===== config.mk =====
export PLATFORM = sky130hd
export DESIGN_NAME = vid_resolution_detect
export DESIGN_NICKNAME = d
export VERILOG_FILES = /design/src/rtl/vid_res_pkg.sv /design/src/rtl/vid_line_counter.sv /design/src/rtl/vid_resolution_detect.sv
export SDC_FILE = /design/constraint.sdc
export NUM_CORES = 1
export LEC_CHECK = 0
export ABC_AREA = 1
export CAP_MARGIN = 10
export CORE_MARGIN = 10
export CORE_UTILIZATION = 45
export CTS_CLUSTER_SIZE = 16
export DETAILED_ROUTE_END_ITERATION = 6
export DONT_BUFFER_PORTS = 1
export MAX_ROUTING_LAYER = met4
export PLACE_DENSITY_LB_ADDON = 0.2
export REMOVE_ABC_BUFFERS = 1
export SKIP_LAST_GASP = 1
export SYNTH_ARGS = -nofsm -noshare
export SYNTH_HDL_FRONTEND = slang
export SYNTH_SLANG_ARGS = --single-unit
export TNS_END_PERCENT = 10

===== constraint.sdc =====
create_clock -name clk -period 6.6 [get_ports clk]
set_input_delay 1.32 -clock clk [delete_from_list [all_inputs] [get_ports clk]]
set_output_delay 1.32 -clock clk [all_outputs]
set_load 0.05 [all_outputs]

===== src/rtl/vid_res_pkg.sv =====
// Shared types and helpers for the video resolution detector.
package vid_res_pkg;

  typedef enum logic [1:0] {StSearch, StLocking, StLocked} state_e;

  localparam int unsigned CntW = 13;

  // Increments val but never past the all-ones value of a width-bit counter.
  function automatic logic [31:0] sat_inc(input logic [31:0] val, input int unsigned width);
    logic [31:0] max_val;
    max_val = (width >= 32) ? '1 : ((32'd1 << width) - 32'd1);
    return (val >= max_val) ? max_val : val + 32'd1;
  endfunction

endpackage


===== src/rtl/vid_line_counter.sv =====
// Per-frame line/pixel measurement; evaluates the closing frame on each vsync rise.
module vid_line_counter
  import vid_res_pkg::*;
#(
  parameter int unsigned CNT_W = CntW
) (
  input  logic             clk,
  input  logic             rst,
  input  logic             vid_datavalid,
  input  logic             vid_vsync,
  output logic             frame_done,
  output logic [CNT_W-1:0] meas_w,
  output logic [CNT_W-1:0] meas_h,
  output logic             ok
);

  localparam logic [CNT_W-1:0] CntMax = '1;

  logic             dv_q, vs_q;
  logic [CNT_W-1:0] pix_q, pix_d, line_q, line_d, ref_w_q, ref_w_d;
  logic             ref_vld_q, ref_vld_d, bad_q, bad_d;
  logic             dv_fall;

  always_comb begin
    dv_fall    = dv_q & ~vid_datavalid;
    frame_done = vid_vsync & ~vs_q;
    pix_d      = pix_q;
    line_d     = line_q;
    ref_w_d    = ref_w_q;
    ref_vld_d  = ref_vld_q;
    bad_d      = bad_q;

    if (vid_datavalid) begin
      pix_d = CNT_W'(sat_inc(32'(pix_q), CNT_W));
      if (pix_q == CntMax) bad_d = 1'b1;
    end

    // A line ending in the vsync cycle still belongs to the closing frame.
    if (dv_fall) begin
      pix_d  = '0;
      line_d = CNT_W'(sat_inc(32'(line_q), CNT_W));
      if (line_q == CntMax) bad_d = 1'b1;
      if (!ref_vld_q) begin
        ref_w_d   = pix_q;
        ref_vld_d = 1'b1;
      end else if (pix_q != ref_w_q) begin
        bad_d = 1'b1;
      end
    end

    meas_w = ref_w_d;
    meas_h = line_d;
    ok     = ~bad_d & (ref_w_d != '0) & (line_d != '0);

    if (frame_done) begin
      line_d    = '0;
      ref_w_d   = '0;
      ref_vld_d = 1'b0;
      bad_d     = 1'b0;
    end
  end

  always_ff @(posedge clk or posedge rst) begin
    if (rst) begin
      dv_q      <= 1'b0;
      vs_q      <= 1'b0;
      pix_q     <= '0;
      line_q    <= '0;
      ref_w_q   <= '0;
      ref_vld_q <= 1'b0;
      bad_q     <= 1'b0;
    end else begin
      dv_q      <= vid_datavalid;
      vs_q      <= vid_vsync;
      pix_q     <= pix_d;
      line_q    <= line_d;
      ref_w_q   <= ref_w_d;
      ref_vld_q <= ref_vld_d;
      bad_q     <= bad_d;
    end
  end

endmodule


===== src/rtl/vid_resolution_detect.sv =====
// Locks onto a stable active resolution and publishes it with change/frame pulses.
module vid_resolution_detect
  import vid_res_pkg::*;
#(
  parameter int unsigned CNT_W         = CntW,
  parameter int unsigned STABLE_FRAMES = 2
) (
  input  logic             clk,
  input  logic             rst,
  input  logic             vid_datavalid,
  input  logic             vid_hsync,
  input  logic             vid_vsync,
  output logic [CNT_W-1:0] active_width,
  output logic [CNT_W-1:0] active_height,
  output logic             resolution_valid,
  output logic             resolution_change,
  output logic             frame_start
);

  localparam int unsigned StW = $clog2(STABLE_FRAMES + 1);

  logic             unused_hsync;
  logic             frame_done, ok;
  logic [CNT_W-1:0] meas_w, meas_h;

  state_e           state_q, state_d;
  logic [CNT_W-1:0] cand_w_q, cand_w_d, cand_h_q, cand_h_d;
  logic [CNT_W-1:0] act_w_q, act_w_d, act_h_q, act_h_d;
  logic [StW-1:0]   stable_q, stable_d;
  logic             valid_q, valid_d, change_q, change_d, fs_q, once_q, once_d;
  logic             try_lock;

  assign unused_hsync = vid_hsync;

  vid_line_counter #(
    .CNT_W(CNT_W)
  ) u_line_counter (
    .clk          (clk),
    .rst          (rst),
    .vid_datavalid(vid_datavalid),
    .vid_vsync    (vid_vsync),
    .frame_done   (frame_done),
    .meas_w       (meas_w),
    .meas_h       (meas_h),
    .ok           (ok)
  );

  always_comb begin
    state_d  = state_q;
    cand_w_d = cand_w_q;
    cand_h_d = cand_h_q;
    act_w_d  = act_w_q;
    act_h_d  = act_h_q;
    stable_d = stable_q;
    valid_d  = valid_q;
    change_d = 1'b0;
    once_d   = once_q;
    try_lock = 1'b0;

    if (frame_done) begin
      unique case (state_q)
        StSearch: begin
          state_d  = StLocking;
          stable_d = '0;
          cand_w_d = '0;
          cand_h_d = '0;
        end
        StLocking: begin
          try_lock = 1'b1;
          if (ok && meas_w == cand_w_q && meas_h == cand_h_q) begin
            stable_d = stable_q + 1'b1;
          end else begin
            cand_w_d = meas_w;
            cand_h_d = meas_h;
            stable_d = StW'(ok);
          end
        end
        StLocked: begin
          if (!(ok && meas_w == act_w_q && meas_h == act_h_q)) begin
            state_d  = StLocking;
            valid_d  = 1'b0;
            cand_w_d = meas_w;
            cand_h_d = meas_h;
            stable_d = StW'(ok);
            try_lock = 1'b1;
          end
        end
        default: state_d = StSearch;
      endcase

      // Covers both normal locking and the single-frame relock out of StLocked.
      if (try_lock && stable_d == StW'(STABLE_FRAMES)) begin
        state_d  = StLocked;
        act_w_d  = cand_w_d;
        act_h_d  = cand_h_d;
        valid_d  = 1'b1;
        change_d = (cand_w_d != act_w_q) | (cand_h_d != act_h_q) | ~once_q;
        once_d   = 1'b1;
      end
    end
  end

  always_ff @(posedge clk or posedge rst) begin
    if (rst) begin
      state_q  <= StSearch;
      cand_w_q <= '0;
      cand_h_q <= '0;
      act_w_q  <= '0;
      act_h_q  <= '0;
      stable_q <= '0;
      valid_q  <= 1'b0;
      change_q <= 1'b0;
      fs_q     <= 1'b0;
      once_q   <= 1'b0;
    end else begin
      state_q  <= state_d;
      cand_w_q <= cand_w_d;
      cand_h_q <= cand_h_d;
      act_w_q  <= act_w_d;
      act_h_q  <= act_h_d;
      stable_q <= stable_d;
      valid_q  <= valid_d;
      change_q <= change_d;
      fs_q     <= frame_done;
      once_q   <= once_d;
    end
  end

  assign active_width      = act_w_q;
  assign active_height     = act_h_q;
  assign resolution_valid  = valid_q;
  assign resolution_change = change_q;
  assign frame_start       = fs_q;

endmodule


# After elaboration in Yosys (flattened, before gate mapping)
# Index checks and enable logic that the tools add are counted.
[word_totals]
ff_bits = 103
elab_cells = 102
inputBits = 5
output_inout_bits = 29
[classes]
n_lt_le_gt_ge = 2
reduce_logical = 14
n_eq_ne = 15
bitwise = 10
n_mux = 41
n_addsub = 3
[op_table]
columns = ["op", "n"]
rows = [
  ["$mux 13", 15],
  ["$pmux 13 s3", 2],
  ["$eq 13x13->1", 4],
  ["$ne 13x13->1", 3],
  ["$add 13x1->13 const B", 2],
  ["$eq 13x13->1 const B", 2],
  ["$ge 13x13->1 const B", 2],
  ["$reduce_bool 13->1", 2],
  ["$mux 1", 16],
  ["$pmux 2 s3", 2],
  ["$mux 2", 5],
  ["$reduce_and 3->1", 2],
  ["$reduce_bool 2->1", 3],
  ["$logic_and 1x1->1", 5],
  ["$and 1x1->1", 4],
  ["$eq 2x2->1 const B", 2],
  ["$not 1->1", 4],
  ["$ne 3x3->1 const B", 1],
  ["$add 2x1->2 const B", 1],
  ["$eq 2x1->1 const B", 1],
  ["$logic_not 2->1", 1],
  ["$ne 2x1->1 const B", 1],
  ["$ne 2x2->1 const B", 1],
  ["$or 1x1->1", 2],
  ["other kinds (2)", 2],
]

# Depth between registers and ports, before layout
[logic_depth]
depth_word = 20
mapped_depth = 28
depth_no_buf = 27

# Hierarchy
# From an unflattened synthesis, not the netlist that was laid out.
[unflattened]
hier_cells = 1092
area_unflattened_um2 = 6956.7
[by_module_without_submodules]
columns = ["mod", "seq_area_each_um2", "instances", "cells_per_inst", "area_each_um2"]
rows = [
  ["vid_resolution_detect", 1501.4, 1, 703, 4297.9],
  ["vid_line_counter", 1076.0, 1, 389, 2658.8],
]

# Least setup slack after synthesis
# No wires, ideal clock.
[synth_path]
path_kind = "input to register"
start = "input vid_datavalid"
end = "register change_q, in the netlist resolution_change"
path_stages = 23
required_time_ns = 6.482
n_path_buf = 1
arrival_time_ns = 3.545
setup_ns = 0.118
slack_ns = 2.938
cell_sequence = "inv_2 -> nand2_4 -> nor2_1 -> nand3_1 -> xor2_1 -> nand2_1 -> nand2_1 -> nand2_1 -> nor2_1 -> nand3_1 -> nor2_2 -> nand3_1 -> nand3_2 -> buf_6 -> nand2_2 -> nand2_1 -> nand2_1 -> nand2_1 -> nand2_1 -> nor2_1 -> nand3_1 -> nor2_1 -> nor2_1"
[synth_between]
elab_chain_len = 18
elab_cells_between_ends = 45
classes_between = "eq/ne (7); mux (24); bitwise (7); reduce/logical (7)"
[synth_lines]
columns = ["item", "line", "rtl"]
rows = [
  ["start: declaration", "vid_resolution_detect.sv:10", "input logic vid_datavalid,"],
  ["$mux 1", "vid_line_counter.sv:33", "if (vid_datavalid) begin"],
  ["$mux 1", "vid_line_counter.sv:42", "if (line_q == CntMax) bad_d = 1'b1;"],
  ["$mux 1", "vid_line_counter.sv:46", "end else if (pix_q != ref_w_q) begin"],
  ["$mux 1", "vid_line_counter.sv:43", "if (!ref_vld_q) begin"],
  ["$mux 1", "vid_line_counter.sv:39", "if (dv_fall) begin"],
  ["$not 1->1", "vid_line_counter.sv:53", "ok = ~bad_d & (ref_w_d != '0) & (line_d != '0);"],
  ["$and 1x1->1 (2 in series)", "vid_line_counter.sv:53", ""],
  ["$logic_and 1x1->1 (on tied branches) (2 in series)", "vid_resolution_detect.sv:79, vid_resolution_detect.sv:70", ""],
  ["$mux 13 (on tied branches)", "vid_resolution_detect.sv:79, vid_resolution_detect.sv:70", ""],
  ["$pmux 13 s3", "vid_resolution_detect.sv:61", "unique case (state_q)"],
  ["$mux 13", "vid_resolution_detect.sv:60", "if (frame_done) begin"],
  ["$ne 13x13->1", "vid_resolution_detect.sv:97", "change_d = (cand_w_d != act_w_q) | (cand_h_d != act_h_q) | ~once_q;"],
  ["$or 1x1->1 (2 in series)", "vid_resolution_detect.sv:97", ""],
  ["$mux 1 *", "vid_resolution_detect.sv:92", "if (try_lock && stable_d == StW'(STABLE_FRAMES)) begin"],
  ["$mux 1 *", "vid_resolution_detect.sv:60", ""],
  ["net change_d", "vid_resolution_detect.sv:30", "logic valid_q, valid_d, change_q, change_d, fs_q, once_q, once_d;"],
  ["end signal: assignment", "vid_resolution_detect.sv:123", "change_q <= change_d;"],
  ["end: declaration", "vid_resolution_detect.sv:30", ""],
]
# Mark *: on every way through the listed nets, which the timed path passes. The rest lies on a longest branch. The select of a mux whose other input is x is not followed.
# A chain may end at the register's enable or synchronous reset.

# Worst setup path after layout
[layout_path]
start = "input vid_datavalid"
end = "register act_w_q[8], in the netlist active_width[8]"
[layout_between]
elab_chain_len = 16
elab_cells_between_ends = 36
classes_between = "eq/ne (5); mux (18); bitwise (5); reduce/logical (8)"
[layout_lines]
columns = ["item", "line", "rtl"]
rows = [
  ["$mux 1", "vid_line_counter.sv:33", ""],
  ["$mux 1", "vid_line_counter.sv:42", ""],
  ["$mux 1", "vid_line_counter.sv:46", ""],
  ["$mux 1", "vid_line_counter.sv:43", ""],
  ["$mux 1", "vid_line_counter.sv:39", ""],
  ["$not 1->1", "vid_line_counter.sv:53", ""],
  ["$and 1x1->1 (2 in series)", "vid_line_counter.sv:53", ""],
  ["$logic_and 1x1->1 (on tied branches) (2 in series)", "vid_resolution_detect.sv:79, vid_resolution_detect.sv:70", ""],
  ["$mux 2 (on tied branches)", "vid_resolution_detect.sv:79, vid_resolution_detect.sv:70", ""],
  ["$pmux 2 s3", "vid_resolution_detect.sv:61", ""],
  ["$mux 2", "vid_resolution_detect.sv:60", ""],
  ["$eq 2x2->1", "vid_resolution_detect.sv:92", ""],
  ["$logic_and 1x1->1", "vid_resolution_detect.sv:92", ""],
  ["$reduce_and 2->1 (no line)", "--", ""],
  ["end signal: assignment", "vid_resolution_detect.sv:119", "act_w_q <= act_w_d;"],
  ["end: declaration", "vid_resolution_detect.sv:28", "logic [CNT_W-1:0] act_w_q, act_w_d, act_h_q, act_h_d;"],
]
# Parallel ways exist; a longest one is shown, timed or not. The select of a mux whose other input is x is not followed.

==> metrics.csv <==
metric,value,unit
status,"complete, no violations",
clk_pin_slew_worst_paths,0.07,ns
n_fill_cell,1585,
port_buffers,0,
drc,0,
crit_path_frequent_cell,nand2_1,
synth.avg_cell_area,6.477,um2
worstMarginPinSlew,1.067,ns
grt_pass1_wl,31.69,mm
reg2regPathDepth,20,
drt_iter0_drc,606,
timing.final.hold_violations,0,
postSynthCellCount,1077,
slew_viol_final,0,
vdd_ir_drop_max,0.1640,mV
synth_edf_count,0,
yosys_most_used_dff,dfrtp_1,
grt_usage,19.91,%
cts-root-buf,clkbuf_16,
fin_nets,1074,
row_count,45,
fmax,0.2106,GHz
cts_resized,0,
final_core_util,48.32,%
yosysSeqAreaShare,36.95,%
place_ws,1.531,ns
async_flop_share,100.0,%
cts_sinks,103,
cts_tree,done,
wl_per_cell,15.56,um
holdBufCountCts,0,
yosysWarnings,0,
top_level_ports,34,
core_area,15200,um2
tns,0,ns
die_h,144.5,um
slew_headroom,28.89,%
place.gp.congestion,0.8981,
finalSetupViolCount,0,
insertion_delay,0.37,ns
p_leak,3.764,nW
initial_core_util,45.88,%
synth.distinct_cells,34,
overflow,0,
die_w,144.5,um
finalCriticalPeriod,4.748,ns
drv_cap,0,
netlist_area,6975,um2
crit_type,primary input to flip-flop,
antenna_found_initial,0,
rsz0062_at_grt,false,
vias_per_cell,5.227,
wl,19.54,mm
period_share,71.95,%
firstDrtPassIters,5,
crit_path_top_delay_cell,nor2_4,
ys_ff_latch,103,
fin_skew,0.01252,ns
yosys-top-cells-count,"nand2_1 (402), inv_1 (116), nand3_1 (112), nor2_1 (110), dfrtp_1 (103)",
worst_slack,1.852,ns
hold_class,flip-flop to flip-flop,
synth.most_common_cell,nand2_1,
synth_top_area_share,36.95,%
diodes,0,
drive_gt1_share,6.648,%
ant_nets,0,
end_kind,flip-flop,
areaGrowthSynthToFinish,5.309,%
hpwl,13.93,mm
critPathArrivalTime,4.98,ns
dr_total_vias,6565,
post_cts_buffers,0,
min_path_cells,2,
setup.worst_path.start_class,primary input,
path_max_fanout,30,
synth_top_area_cell,dfrtp_1,
dieArea,20880,um2
grt_max_degree,84,
first_global_vias,6119,
pwr_density_cell,233.0,nW/um2
cts_buffers,9,
critPathMaxStageDelay,0.53,ns
clockBufferDepth,2,
path_cells,inv_2 > nand2_4 > nor2_4 > nand2_1 > nand2_1 > nand2_1 > nand2_1 > nand3_1 > nor2_1 > nand2_1 > nor2_1 > nand3_1 > nor2_2 > nand2_1 > o21ai_0 > nand2_1 > a22oi_2 > nand2_1 > nor2_4 > buf_4 > o21ai_0,
h-tree-depth,3,
crit_required,6.83,ns
p_total,1.712,mW
ys_top_cells_by_area,"dfrtp_1 (37%), nand2_1 (22%), nand3_1 (8.0%)",
layer usage:
layer	track usage, %	part of all wire [%]	up-vias
met1	26.79	48	3048
met4	5.319	1.2	0
met2	29.72	45	146
met5	-	0	-
li1	-	-	3355
met3	4.296	5.9	16
through the flow:
step	instances	instance area, um2	hold slack (ns)
6_report	1256	7346	0.4534
3_3_place_gp	1240	7062	0.4365
5_1_grt	1256	7346	0.4887
2_1_floorplan	1047	6779	0.4224
4_1_cts	1256	7346	0.4586
3_5_place_dp	1240	7062	0.4398
logic make-up after synthesis:
| family | Yosys count | synth area share, % |
|---|---|---|
| AOI/OAI and AO/OA | 110 | 8.161 |
| xor gates and xnor gates | 21 | 2.637 |
| adders and majority gates | 6 | 1.076 |
| buffers and inverters | 150 | 9.274 |
| DFF | 103 | 36.95 |
| and+or+nand+nor | 687 | 41.90 |
worst paths after layout:
kind / startpoint / to / slack (ns)
min in group asynchronous: rst / active_height[5] / 0.78
max in group asynchronous: rst / u_line_counter.pix_q[11] / 4.44
worst min-delay path: once_q / once_q / 0.45
worst max-delay path: vid_datavalid / active_width[8] / 1.85
worst min register to register: once_q / once_q / 0.45
worst max register to register: u_line_counter.dv_q / active_width[8] / 2.51
report_power, final:
part           internal [mW]  leakage (nW)  switching [mW]
combinational          0.127          2.37           0.294
clock                  0.268         0.131           0.264
sequential             0.683          1.26          0.0756
final cells by class:
cell class | count | area, um2 | area share [%]
clock inverter | 6 | 45.04 | 0.6132
sequential | 103 | 2577 | 35.09
inverter | 120 | 452.9 | 6.166
timing repair buffer | 5 | 37.54 | 0.5110
clock buffer | 10 | 239.0 | 3.253
multi-input combinational | 824 | 3759 | 51.17
tap | 188 | 235.2 | 3.202
state kept, by name, indices dropped and copies added, names as in the netlist, 2 cells and up:
name                    count
active_height              13
cand_h_q                   13
state_q                     2
u_line_counter.ref_w_q     13
stable_q                    2
active_width               13
u_line_counter.pix_q       13
cand_w_q                   13
u_line_counter.line_q      13
placed cells by master, fill, tap and decap left out, types with 9 or more instances in the layout:
cell and n:
a21oi_1 13, nand4_1 9, nand3_1 112, o21ai_0 88
nor2_1 109, dfrtp_1 103, clkbuf_16 9, xor2_1 20
nand2_2 30, inv_1 115, nand2_1 402
critical path: cells and delay by family:
| kind | cells | cell delay, ns |
|---|---|---|
| compound gates | 3 | 0.44 |
| buf+inv | 2 | 0.57 |
| simple gates | 16 | 2.61 |
Note: power is estimated with default switching activity, not from simulation.
